==> src/rtl/rv_ctrl_pkg.sv <==
// Shared encodings for the multicycle RV32I controller: ALU ops, opcodes,
// FSM states and the operand/result select codes seen by the datapath.
package rv_ctrl_pkg;

  localparam logic [3:0] ALU_ADD  = 4'd0;
  localparam logic [3:0] ALU_SUB  = 4'd1;
  localparam logic [3:0] ALU_AND  = 4'd2;
  localparam logic [3:0] ALU_OR   = 4'd3;
  localparam logic [3:0] ALU_XOR  = 4'd4;
  localparam logic [3:0] ALU_SLL  = 4'd5;
  localparam logic [3:0] ALU_SRL  = 4'd6;
  localparam logic [3:0] ALU_SLT  = 4'd7;
  localparam logic [3:0] ALU_BEQ  = 4'd8;
  localparam logic [3:0] ALU_BNE  = 4'd9;
  localparam logic [3:0] ALU_BLT  = 4'd10;
  localparam logic [3:0] ALU_BGE  = 4'd11;
  localparam logic [3:0] ALU_BLTU = 4'd12;
  localparam logic [3:0] ALU_BGEU = 4'd13;

  localparam logic [6:0] OP_LOAD   = 7'b0000011;
  localparam logic [6:0] OP_STORE  = 7'b0100011;
  localparam logic [6:0] OP_R      = 7'b0110011;
  localparam logic [6:0] OP_I      = 7'b0010011;
  localparam logic [6:0] OP_BRANCH = 7'b1100011;
  localparam logic [6:0] OP_JAL    = 7'b1101111;
  localparam logic [6:0] OP_JALR   = 7'b1100111;
  localparam logic [6:0] OP_LUI    = 7'b0110111;

  localparam logic [1:0] A_PC    = 2'd0;
  localparam logic [1:0] A_OLDPC = 2'd1;
  localparam logic [1:0] A_RS1   = 2'd2;
  localparam logic [1:0] A_ZERO  = 2'd3;

  localparam logic [1:0] B_RS2  = 2'd0;
  localparam logic [1:0] B_IMM  = 2'd1;
  localparam logic [1:0] B_FOUR = 2'd2;

  localparam logic [1:0] RES_ALUOUT = 2'd0;
  localparam logic [1:0] RES_MEM    = 2'd1;
  localparam logic [1:0] RES_ALU    = 2'd2;

  typedef enum logic [3:0] {
    S_FETCH, S_DECODE, S_MEM_ADR, S_MEM_READ, S_MEM_WB, S_MEM_WRITE, S_EXEC_R,
    S_EXEC_I, S_ALU_WB, S_BRANCH, S_JAL, S_JALR, S_LUI, S_TRAP
  } state_e;

  typedef enum logic [1:0] {CLS_NONE, CLS_R, CLS_I, CLS_BR} alu_cls_e;

endpackage

==> src/rtl/multicycle_ctrl_if.sv <==
// Controller <-> datapath bundle: instruction fields and flags in, enables and selects out.
interface multicycle_ctrl_if;
  logic [6:0] opcode;
  logic [2:0] funct3;
  logic       funct7b5;
  logic       zero;
  logic       mem_ready;
  logic       pc_write;
  logic       ir_write;
  logic       adr_src;
  logic       mem_read;
  logic       mem_write;
  logic       reg_write;
  logic [1:0] alu_src_a;
  logic [1:0] alu_src_b;
  logic [1:0] result_src;
  logic [3:0] alu_ctr;
  logic       illegal;

  modport master (
    input  opcode, funct3, funct7b5, zero, mem_ready,
    output pc_write, ir_write, adr_src, mem_read, mem_write, reg_write,
           alu_src_a, alu_src_b, result_src, alu_ctr, illegal
  );

  modport slave (
    output opcode, funct3, funct7b5, zero, mem_ready,
    input  pc_write, ir_write, adr_src, mem_read, mem_write, reg_write,
           alu_src_a, alu_src_b, result_src, alu_ctr, illegal
  );
endinterface

==> src/rtl/alu_decoder.sv <==
// Combinational funct decode: maps the executing state class and funct bits
// to an ALU op code, flagging combinations this core does not implement.
module alu_decoder
  import rv_ctrl_pkg::*;
(
  input  alu_cls_e   i_cls,
  input  logic [2:0] i_funct3,
  input  logic       i_funct7b5,
  output logic [3:0] o_alu_ctr,
  output logic       o_illegal
);

  always_comb begin
    o_alu_ctr = ALU_ADD;
    o_illegal = 1'b0;
    case (i_cls)
      CLS_R, CLS_I: begin
        case (i_funct3)
          3'b000: begin
            // funct7b5 only selects SUB for register-register ops
            if (i_cls == CLS_R && i_funct7b5) o_alu_ctr = ALU_SUB;
            else                              o_alu_ctr = ALU_ADD;
          end
          3'b001: o_alu_ctr = ALU_SLL;
          3'b010: o_alu_ctr = ALU_SLT;
          3'b011: o_illegal = 1'b1;
          3'b100: o_alu_ctr = ALU_XOR;
          3'b101: begin
            if (i_funct7b5) o_illegal = 1'b1;
            else            o_alu_ctr = ALU_SRL;
          end
          3'b110: o_alu_ctr = ALU_OR;
          3'b111: o_alu_ctr = ALU_AND;
          default: o_illegal = 1'b1;
        endcase
      end
      CLS_BR: begin
        case (i_funct3)
          3'b000: o_alu_ctr = ALU_BEQ;
          3'b001: o_alu_ctr = ALU_BNE;
          3'b100: o_alu_ctr = ALU_BLT;
          3'b101: o_alu_ctr = ALU_BGE;
          3'b110: o_alu_ctr = ALU_BLTU;
          3'b111: o_alu_ctr = ALU_BGEU;
          default: o_illegal = 1'b1;
        endcase
      end
      default: begin
        o_alu_ctr = ALU_ADD;
        o_illegal = 1'b0;
      end
    endcase
  end

endmodule

==> src/rtl/multicycle_ctrl.sv <==
// Multicycle RV32I control FSM. Define CTRL_MEM_WAIT_EN to make memory states
// wait on mem_ready, trapping after MEM_TIMEOUT idle cycles.
module multicycle_ctrl
  import rv_ctrl_pkg::*;
#(
  parameter int MEM_TIMEOUT = 255
) (
  input  logic              clk,
  input  logic              reset,
  multicycle_ctrl_if.master bus
);

  state_e     r_state, w_next;
  alu_cls_e   w_cls;
  logic [3:0] w_dec_ctr;
  logic       w_dec_ill;
  logic       w_ready, w_wait_trap;
  logic       w_pc_write, w_ir_write, w_adr_src, w_mem_read, w_mem_write, w_reg_write;
  logic [1:0] w_src_a, w_src_b, w_res;
  logic [3:0] w_alu_ctr;

  if (MEM_TIMEOUT < 1) begin : g_bad_timeout
    $error("MEM_TIMEOUT must be at least 1");
  end

`ifdef CTRL_MEM_WAIT_EN
  localparam int CW = $clog2(MEM_TIMEOUT + 1);
  logic [CW-1:0] r_wait_cnt;
  logic          w_mem_state;

  assign w_mem_state = (r_state == S_FETCH) || (r_state == S_MEM_READ) || (r_state == S_MEM_WRITE);
  assign w_ready     = bus.mem_ready;
  assign w_wait_trap = w_mem_state && !bus.mem_ready && (32'(r_wait_cnt) >= MEM_TIMEOUT - 1);

  // Wait counter restarts whenever the state changes
  always_ff @(posedge clk or posedge reset) begin
    if (reset)                                              r_wait_cnt <= '0;
    else if (w_mem_state && !bus.mem_ready && w_next == r_state) r_wait_cnt <= r_wait_cnt + 1'b1;
    else                                                    r_wait_cnt <= '0;
  end
`else
  logic w_unused_mem_ready;
  assign w_unused_mem_ready = bus.mem_ready;
  assign w_ready            = 1'b1;
  assign w_wait_trap        = 1'b0;
`endif

  always_comb begin
    case (r_state)
      S_EXEC_R: w_cls = CLS_R;
      S_EXEC_I: w_cls = CLS_I;
      S_BRANCH: w_cls = CLS_BR;
      default:  w_cls = CLS_NONE;
    endcase
  end

  alu_decoder u_alu_decoder (
    .i_cls      (w_cls),
    .i_funct3   (bus.funct3),
    .i_funct7b5 (bus.funct7b5),
    .o_alu_ctr  (w_dec_ctr),
    .o_illegal  (w_dec_ill)
  );

  always_ff @(posedge clk or posedge reset) begin
    if (reset) r_state <= S_FETCH;
    else       r_state <= w_next;
  end

  always_comb begin
    w_next = r_state;
    case (r_state)
      S_FETCH: begin
        if (w_wait_trap)  w_next = S_TRAP;
        else if (w_ready) w_next = S_DECODE;
        else              w_next = S_FETCH;
      end
      S_DECODE: begin
        case (bus.opcode)
          OP_LOAD, OP_STORE: w_next = S_MEM_ADR;
          OP_R:              w_next = S_EXEC_R;
          OP_I:              w_next = S_EXEC_I;
          OP_BRANCH:         w_next = S_BRANCH;
          OP_JAL:            w_next = S_JAL;
          OP_JALR:           w_next = S_JALR;
          OP_LUI:            w_next = S_LUI;
          default:           w_next = S_TRAP;
        endcase
      end
      S_MEM_ADR: begin
        if (bus.opcode == OP_LOAD) w_next = S_MEM_READ;
        else                       w_next = S_MEM_WRITE;
      end
      S_MEM_READ: begin
        if (w_wait_trap)  w_next = S_TRAP;
        else if (w_ready) w_next = S_MEM_WB;
        else              w_next = S_MEM_READ;
      end
      S_MEM_WRITE: begin
        if (w_wait_trap)  w_next = S_TRAP;
        else if (w_ready) w_next = S_FETCH;
        else              w_next = S_MEM_WRITE;
      end
      S_MEM_WB, S_ALU_WB, S_JAL: w_next = S_FETCH;
      S_EXEC_R, S_EXEC_I: w_next = w_dec_ill ? S_TRAP : S_ALU_WB;
      S_BRANCH:           w_next = w_dec_ill ? S_TRAP : S_FETCH;
      S_JALR:             w_next = S_JAL;
      S_LUI:              w_next = S_ALU_WB;
      S_TRAP:             w_next = S_TRAP;
      default:            w_next = S_FETCH;
    endcase
  end

  always_comb begin
    w_pc_write  = 1'b0;
    w_ir_write  = 1'b0;
    w_adr_src   = 1'b0;
    w_mem_read  = 1'b0;
    w_mem_write = 1'b0;
    w_reg_write = 1'b0;
    w_src_a     = A_PC;
    w_src_b     = B_RS2;
    w_res       = RES_ALUOUT;
    w_alu_ctr   = ALU_ADD;
    case (r_state)
      S_FETCH: begin
        w_mem_read = 1'b1;
        w_ir_write = w_ready;
        w_pc_write = w_ready;
        w_src_b    = B_FOUR;
        w_res      = RES_ALU;
      end
      S_DECODE:    begin w_src_a = A_OLDPC; w_src_b = B_IMM; end
      S_MEM_ADR:   begin w_src_a = A_RS1;   w_src_b = B_IMM; end
      S_MEM_READ:  begin w_mem_read = 1'b1;  w_adr_src = 1'b1; end
      S_MEM_WB:    begin w_reg_write = 1'b1; w_res = RES_MEM; end
      S_MEM_WRITE: begin w_mem_write = 1'b1; w_adr_src = 1'b1; end
      S_EXEC_R:    begin w_src_a = A_RS1; w_src_b = B_RS2; w_alu_ctr = w_dec_ctr; end
      S_EXEC_I:    begin w_src_a = A_RS1; w_src_b = B_IMM; w_alu_ctr = w_dec_ctr; end
      S_ALU_WB:    w_reg_write = 1'b1;
      S_BRANCH: begin
        // ALU reports 1 when the condition holds, so zero=0 means taken
        w_src_a    = A_RS1;
        w_src_b    = B_RS2;
        w_alu_ctr  = w_dec_ctr;
        w_pc_write = !bus.zero && !w_dec_ill;
      end
      S_JAL: begin
        w_src_a     = A_OLDPC;
        w_src_b     = B_FOUR;
        w_res       = RES_ALU;
        w_reg_write = 1'b1;
        w_pc_write  = 1'b1;
      end
      S_JALR:  begin w_src_a = A_RS1;  w_src_b = B_IMM; end
      S_LUI:   begin w_src_a = A_ZERO; w_src_b = B_IMM; end
      S_TRAP:  w_alu_ctr = ALU_ADD;
      default: w_alu_ctr = ALU_ADD;
    endcase
  end

  assign bus.pc_write   = w_pc_write  & ~reset;
  assign bus.ir_write   = w_ir_write  & ~reset;
  assign bus.mem_read   = w_mem_read  & ~reset;
  assign bus.mem_write  = w_mem_write & ~reset;
  assign bus.reg_write  = w_reg_write;
  assign bus.adr_src    = w_adr_src;
  assign bus.alu_src_a  = w_src_a;
  assign bus.alu_src_b  = w_src_b;
  assign bus.result_src = w_res;
  assign bus.alu_ctr    = w_alu_ctr;
  assign bus.illegal    = (r_state == S_TRAP);

endmodule
==> src/flat_wrapper.sv <==
// flat-port wrapper written by rule: the top's interface ports become plain ports
module multicycle_ctrl_flat import rv_ctrl_pkg::*;
#(
  parameter int MEM_TIMEOUT = 255
)
  (clk, reset, bus_opcode, bus_funct3, bus_funct7b5, bus_zero, bus_mem_ready, bus_pc_write, bus_ir_write, bus_adr_src, bus_mem_read, bus_mem_write, bus_reg_write, bus_alu_src_a, bus_alu_src_b, bus_result_src, bus_alu_ctr, bus_illegal);
  multicycle_ctrl_if bus_i ();
  input  logic clk;
  input  logic reset;
  input wire logic [$bits(bus_i.opcode)-1:0] bus_opcode;
  input wire logic [$bits(bus_i.funct3)-1:0] bus_funct3;
  input wire logic [$bits(bus_i.funct7b5)-1:0] bus_funct7b5;
  input wire logic [$bits(bus_i.zero)-1:0] bus_zero;
  input wire logic [$bits(bus_i.mem_ready)-1:0] bus_mem_ready;
  output wire logic [$bits(bus_i.pc_write)-1:0] bus_pc_write;
  output wire logic [$bits(bus_i.ir_write)-1:0] bus_ir_write;
  output wire logic [$bits(bus_i.adr_src)-1:0] bus_adr_src;
  output wire logic [$bits(bus_i.mem_read)-1:0] bus_mem_read;
  output wire logic [$bits(bus_i.mem_write)-1:0] bus_mem_write;
  output wire logic [$bits(bus_i.reg_write)-1:0] bus_reg_write;
  output wire logic [$bits(bus_i.alu_src_a)-1:0] bus_alu_src_a;
  output wire logic [$bits(bus_i.alu_src_b)-1:0] bus_alu_src_b;
  output wire logic [$bits(bus_i.result_src)-1:0] bus_result_src;
  output wire logic [$bits(bus_i.alu_ctr)-1:0] bus_alu_ctr;
  output wire logic [$bits(bus_i.illegal)-1:0] bus_illegal;
  assign bus_i.opcode = bus_opcode;
  assign bus_i.funct3 = bus_funct3;
  assign bus_i.funct7b5 = bus_funct7b5;
  assign bus_i.zero = bus_zero;
  assign bus_i.mem_ready = bus_mem_ready;
  assign bus_pc_write = bus_i.pc_write;
  assign bus_ir_write = bus_i.ir_write;
  assign bus_adr_src = bus_i.adr_src;
  assign bus_mem_read = bus_i.mem_read;
  assign bus_mem_write = bus_i.mem_write;
  assign bus_reg_write = bus_i.reg_write;
  assign bus_alu_src_a = bus_i.alu_src_a;
  assign bus_alu_src_b = bus_i.alu_src_b;
  assign bus_result_src = bus_i.result_src;
  assign bus_alu_ctr = bus_i.alu_ctr;
  assign bus_illegal = bus_i.illegal;
  multicycle_ctrl #(.MEM_TIMEOUT(MEM_TIMEOUT)) u_core (.clk(clk), .reset(reset), .bus(bus_i));
endmodule
==> config.mk <==
export PLATFORM = sky130hd
export DESIGN_NAME = multicycle_ctrl_flat
export DESIGN_NICKNAME = d
export VERILOG_FILES = /design/src/rtl/rv_ctrl_pkg.sv /design/src/rtl/multicycle_ctrl_if.sv /design/src/rtl/alu_decoder.sv /design/src/rtl/multicycle_ctrl.sv /design/src/flat_wrapper.sv
export SDC_FILE = /design/constraint.sdc
export NUM_CORES = 1
export LEC_CHECK = 0
export CORE_MARGIN = 3
export CORE_UTILIZATION = 40
export DETAILED_ROUTE_END_ITERATION = 7
export HOLD_SLACK_MARGIN = 0.05
export PLACE_DENSITY = 0.73
export SETUP_SLACK_MARGIN = 0.4
export SYNTH_ARGS = -nofsm -noshare
export SYNTH_HDL_FRONTEND = slang
export SYNTH_SLANG_ARGS = --single-unit
==> constraint.sdc <==
create_clock -name clk -period 6 [get_ports clk]
set_input_delay 0.6 -clock clk [delete_from_list [all_inputs] [get_ports clk]]
set_output_delay 0.6 -clock clk [all_outputs]
set_load 0.05 [all_outputs]
==> results.toml <==
[outcome]
status = "completed"

[critical_path]
crit_required_ps = 5400
path_cells = "nand2b_1 > o22ai_1 > ha_1 > and4bb_2 > a211oi_1 > o21ai_0 > a21oi_1 > clkdlybuf4s50_1"
cp_slowest_cell = "clkdlybuf4s50_1"
crit_buf_inv = 1
critical_path.top_delay_family = "buffers and inverters"
worstPathArrival_ps = 3570
path_class = "flip-flop to output pin"
crit_path_end_kind = "output pin"
crit_path_start_kind = "flip-flop"
max_stage_delay_ps = 810
crit_fanout = 21

[layout]
nets = 170
reg.largest.list = "u_core.r_state (4)"
diodes = 0
final_cell_mix = "30 x clkdlybuf4s50_1, 13 x nor2_1, 9 x nor3_1, 9 x nor2b_1, 8 x inv_1"
regMostFlops = "u_core.r_state"
largest_reg_flops = 4
layout_commonest_cell = "clkdlybuf4s50_1"
instances_no_fill = 177
final_layout_size_suffix_gt1_frac = 0.0467
syn2layout_area_growth_pct = 33.9

[global_routing]
groute.layer.met1.usage = 0.273
grt_pass1_vias = 862
met2_usage = 0.283
busiest_layer = "met2"
grt_start_max_net_pins = 22
antenna_found_initial = 0
overflow = 0
use_met3 = 0.0171
grt_usage = 0.187
grt_pass1_wl_um = 4020

[yosys]
synth_cell_types = 44
synth_area_um2 = 876
ys_seq_elements = 4
syn_nets = 145
synth_area_per_cell_um2 = 6.90
synth-edff-count = 0
async_reset_ff_frac = 1.00
synth_ff_type = "dfrtp_1"
synth-seq-area-share = 0.114
yosysWarnings = 0
syn_inst = 127

[drt]
vias_per_cell = 5.73
detail-route-antenna-nets = 0
drt_iter0_drc = 27
drc_errors = 0
wl_per_cell_um = 14.1
firstDrtPassIters = 4
via_count = 1014
totalWireLength_um = 2490

[cts]
cts_root_buffer = "clkbuf_4"
h-tree-depth = 1
clockBufferDepth = 2
cts.sinks = 4
postCtsResizedCells = 0
cts_made_buffers = 3
insertion_delay_ps = 250
tritoncts = "built"
path_clk_slew_ps = 40
ctsHoldBuffers = 0
cts_setup_buffers = 0

[sta]
worst_pin_slew_ps = 653
rsz0062_at_grt = "false"
fin_crit_ps = 4170
setup_viol = 0
hold_viol = 0
drv_slew = 0
timing.fmax_mhz = 240
tns_ps = 0
fin_crit_sh = 0.695
finClkSkew_ps = 4.51
max_slew_margin = 0.564

[placed_design]
hpwl_um = 1860
place_inst = 174
io_buffers = 30
gp_congestion = 0.760

[power]
power_leakage_nw = 0.435
cellPowerDensity_nw_per_um2 = 444
total_power_mw = 0.521
cell_internal_pwr_mw = 0.208
power_frac_comb = 0.774
p_seq_frac = 0.157
power.switching_mw = 0.313
irDropWorstVdd_uv = 299
clkPwrFrac = 0.069
p_sw_frac = 0.601

[worst_hold_path]
min_path_type = "input pin to asynchronous set/reset pin"

[floorplan]
die_height_um = 52.8
initial_utilization = 0.433
dieArea_um2 = 2790
die_x_um = 52.8
rows = 16
boundaryPins = 32
core_area_um2 = 2020

[flow_run]
maxCapViolations = 0
==> cell type report <==
type	instances	area, um^2
clock buffer	3	22.5
fill	207	850
inverter	8	30.0
multi-input combinational	105	686
sequential	4	100
tap	27	33.8
timing repair buffer	30	300
==> logic make-up (layout without fill, tap and decap cells) <==
group / after synthesis / in the layout / synth area share
AND/OR/NAND/NOR: 63 / 63 / 0.411
AO/OA/AOI/OAI: 37 / 37 / 0.309
buffers and inverters: 18 / 41 / 0.103
flip-flops: 4 / 4 / 0.114
adder cells (fa/ha/maj): 3 / 3 / 0.0429
XOR/XNOR: 2 / 2 / 0.0200
==> final timing paths <==
| kind | cells after the start | endpoint | startpoint | slack, ps |
|---|---|---|---|---|
| max in group asynchronous | 2 | u_core.r_state[3] | reset | 5150 |
| max reg2reg | 7 | u_core.r_state[2] | u_core.r_state[1] | 3350 |
| min reg2reg | 1 | u_core.r_state[3] | u_core.r_state[2] | 870 |
| min | 2 | u_core.r_state[0] | reset | 690 |
| max | 8 | bus_pc_write | u_core.r_state[1] | 1830 |
| min in group clk | 1 | u_core.r_state[3] | u_core.r_state[2] | 870 |
==> synthesized netlist by cell type (3+ instances only) <==
cell | instances | share of area
nand3_1 | 3 | 0.017
nor2_1 | 13 | 0.056
and3b_1 | 4 | 0.040
a21oi_1 | 7 | 0.040
ha_1 | 3 | 0.043
nor3_1 | 9 | 0.051
nand2b_1 | 7 | 0.050
buf_2 | 5 | 0.029
o31a_1 | 4 | 0.040
inv_1 | 8 | 0.034
nor2b_1 | 9 | 0.064
o21ai_0 | 7 | 0.040
dfrtp_1 | 4 | 0.11
nand2_1 | 5 | 0.021
o211ai_1 | 4 | 0.034
==> power by group through the flow <==
stage          registers, mW  clock network [mW]  logic, mW
5_1_grt               0.0884              0.0394      0.431
2_1_floorplan         0.0426                   0      0.344
3_5_place_dp          0.0817                   0      0.402
3_3_place_gp          0.0795                   0      0.398
4_1_cts               0.0816              0.0373      0.404
6_report              0.0818              0.0360      0.403
==> per-layer routing <==
metal  part of all wire  up-vias
met1               0.46      476
li1                   -      508
met5                  0        -
met2               0.48       27
met3              0.048        3
met4             0.0084        0
==> stage by stage <==
step / area [um^2] / util / hold WS [ps] / setup WS [ps]
6_report: 1170 / 0.580 / 694 / 1830
2_1_floorplan: 876 / - / 366 / 2650
5_1_grt: 1170 / 0.580 / 717 / 1530
3_3_place_gp: 1150 / 0.569 / 841 / 2160
4_1_cts: 1170 / 0.580 / 693 / 1810
3_5_place_dp: 1150 / 0.569 / 863 / 2070
Power figures use the tool's default switching activity.
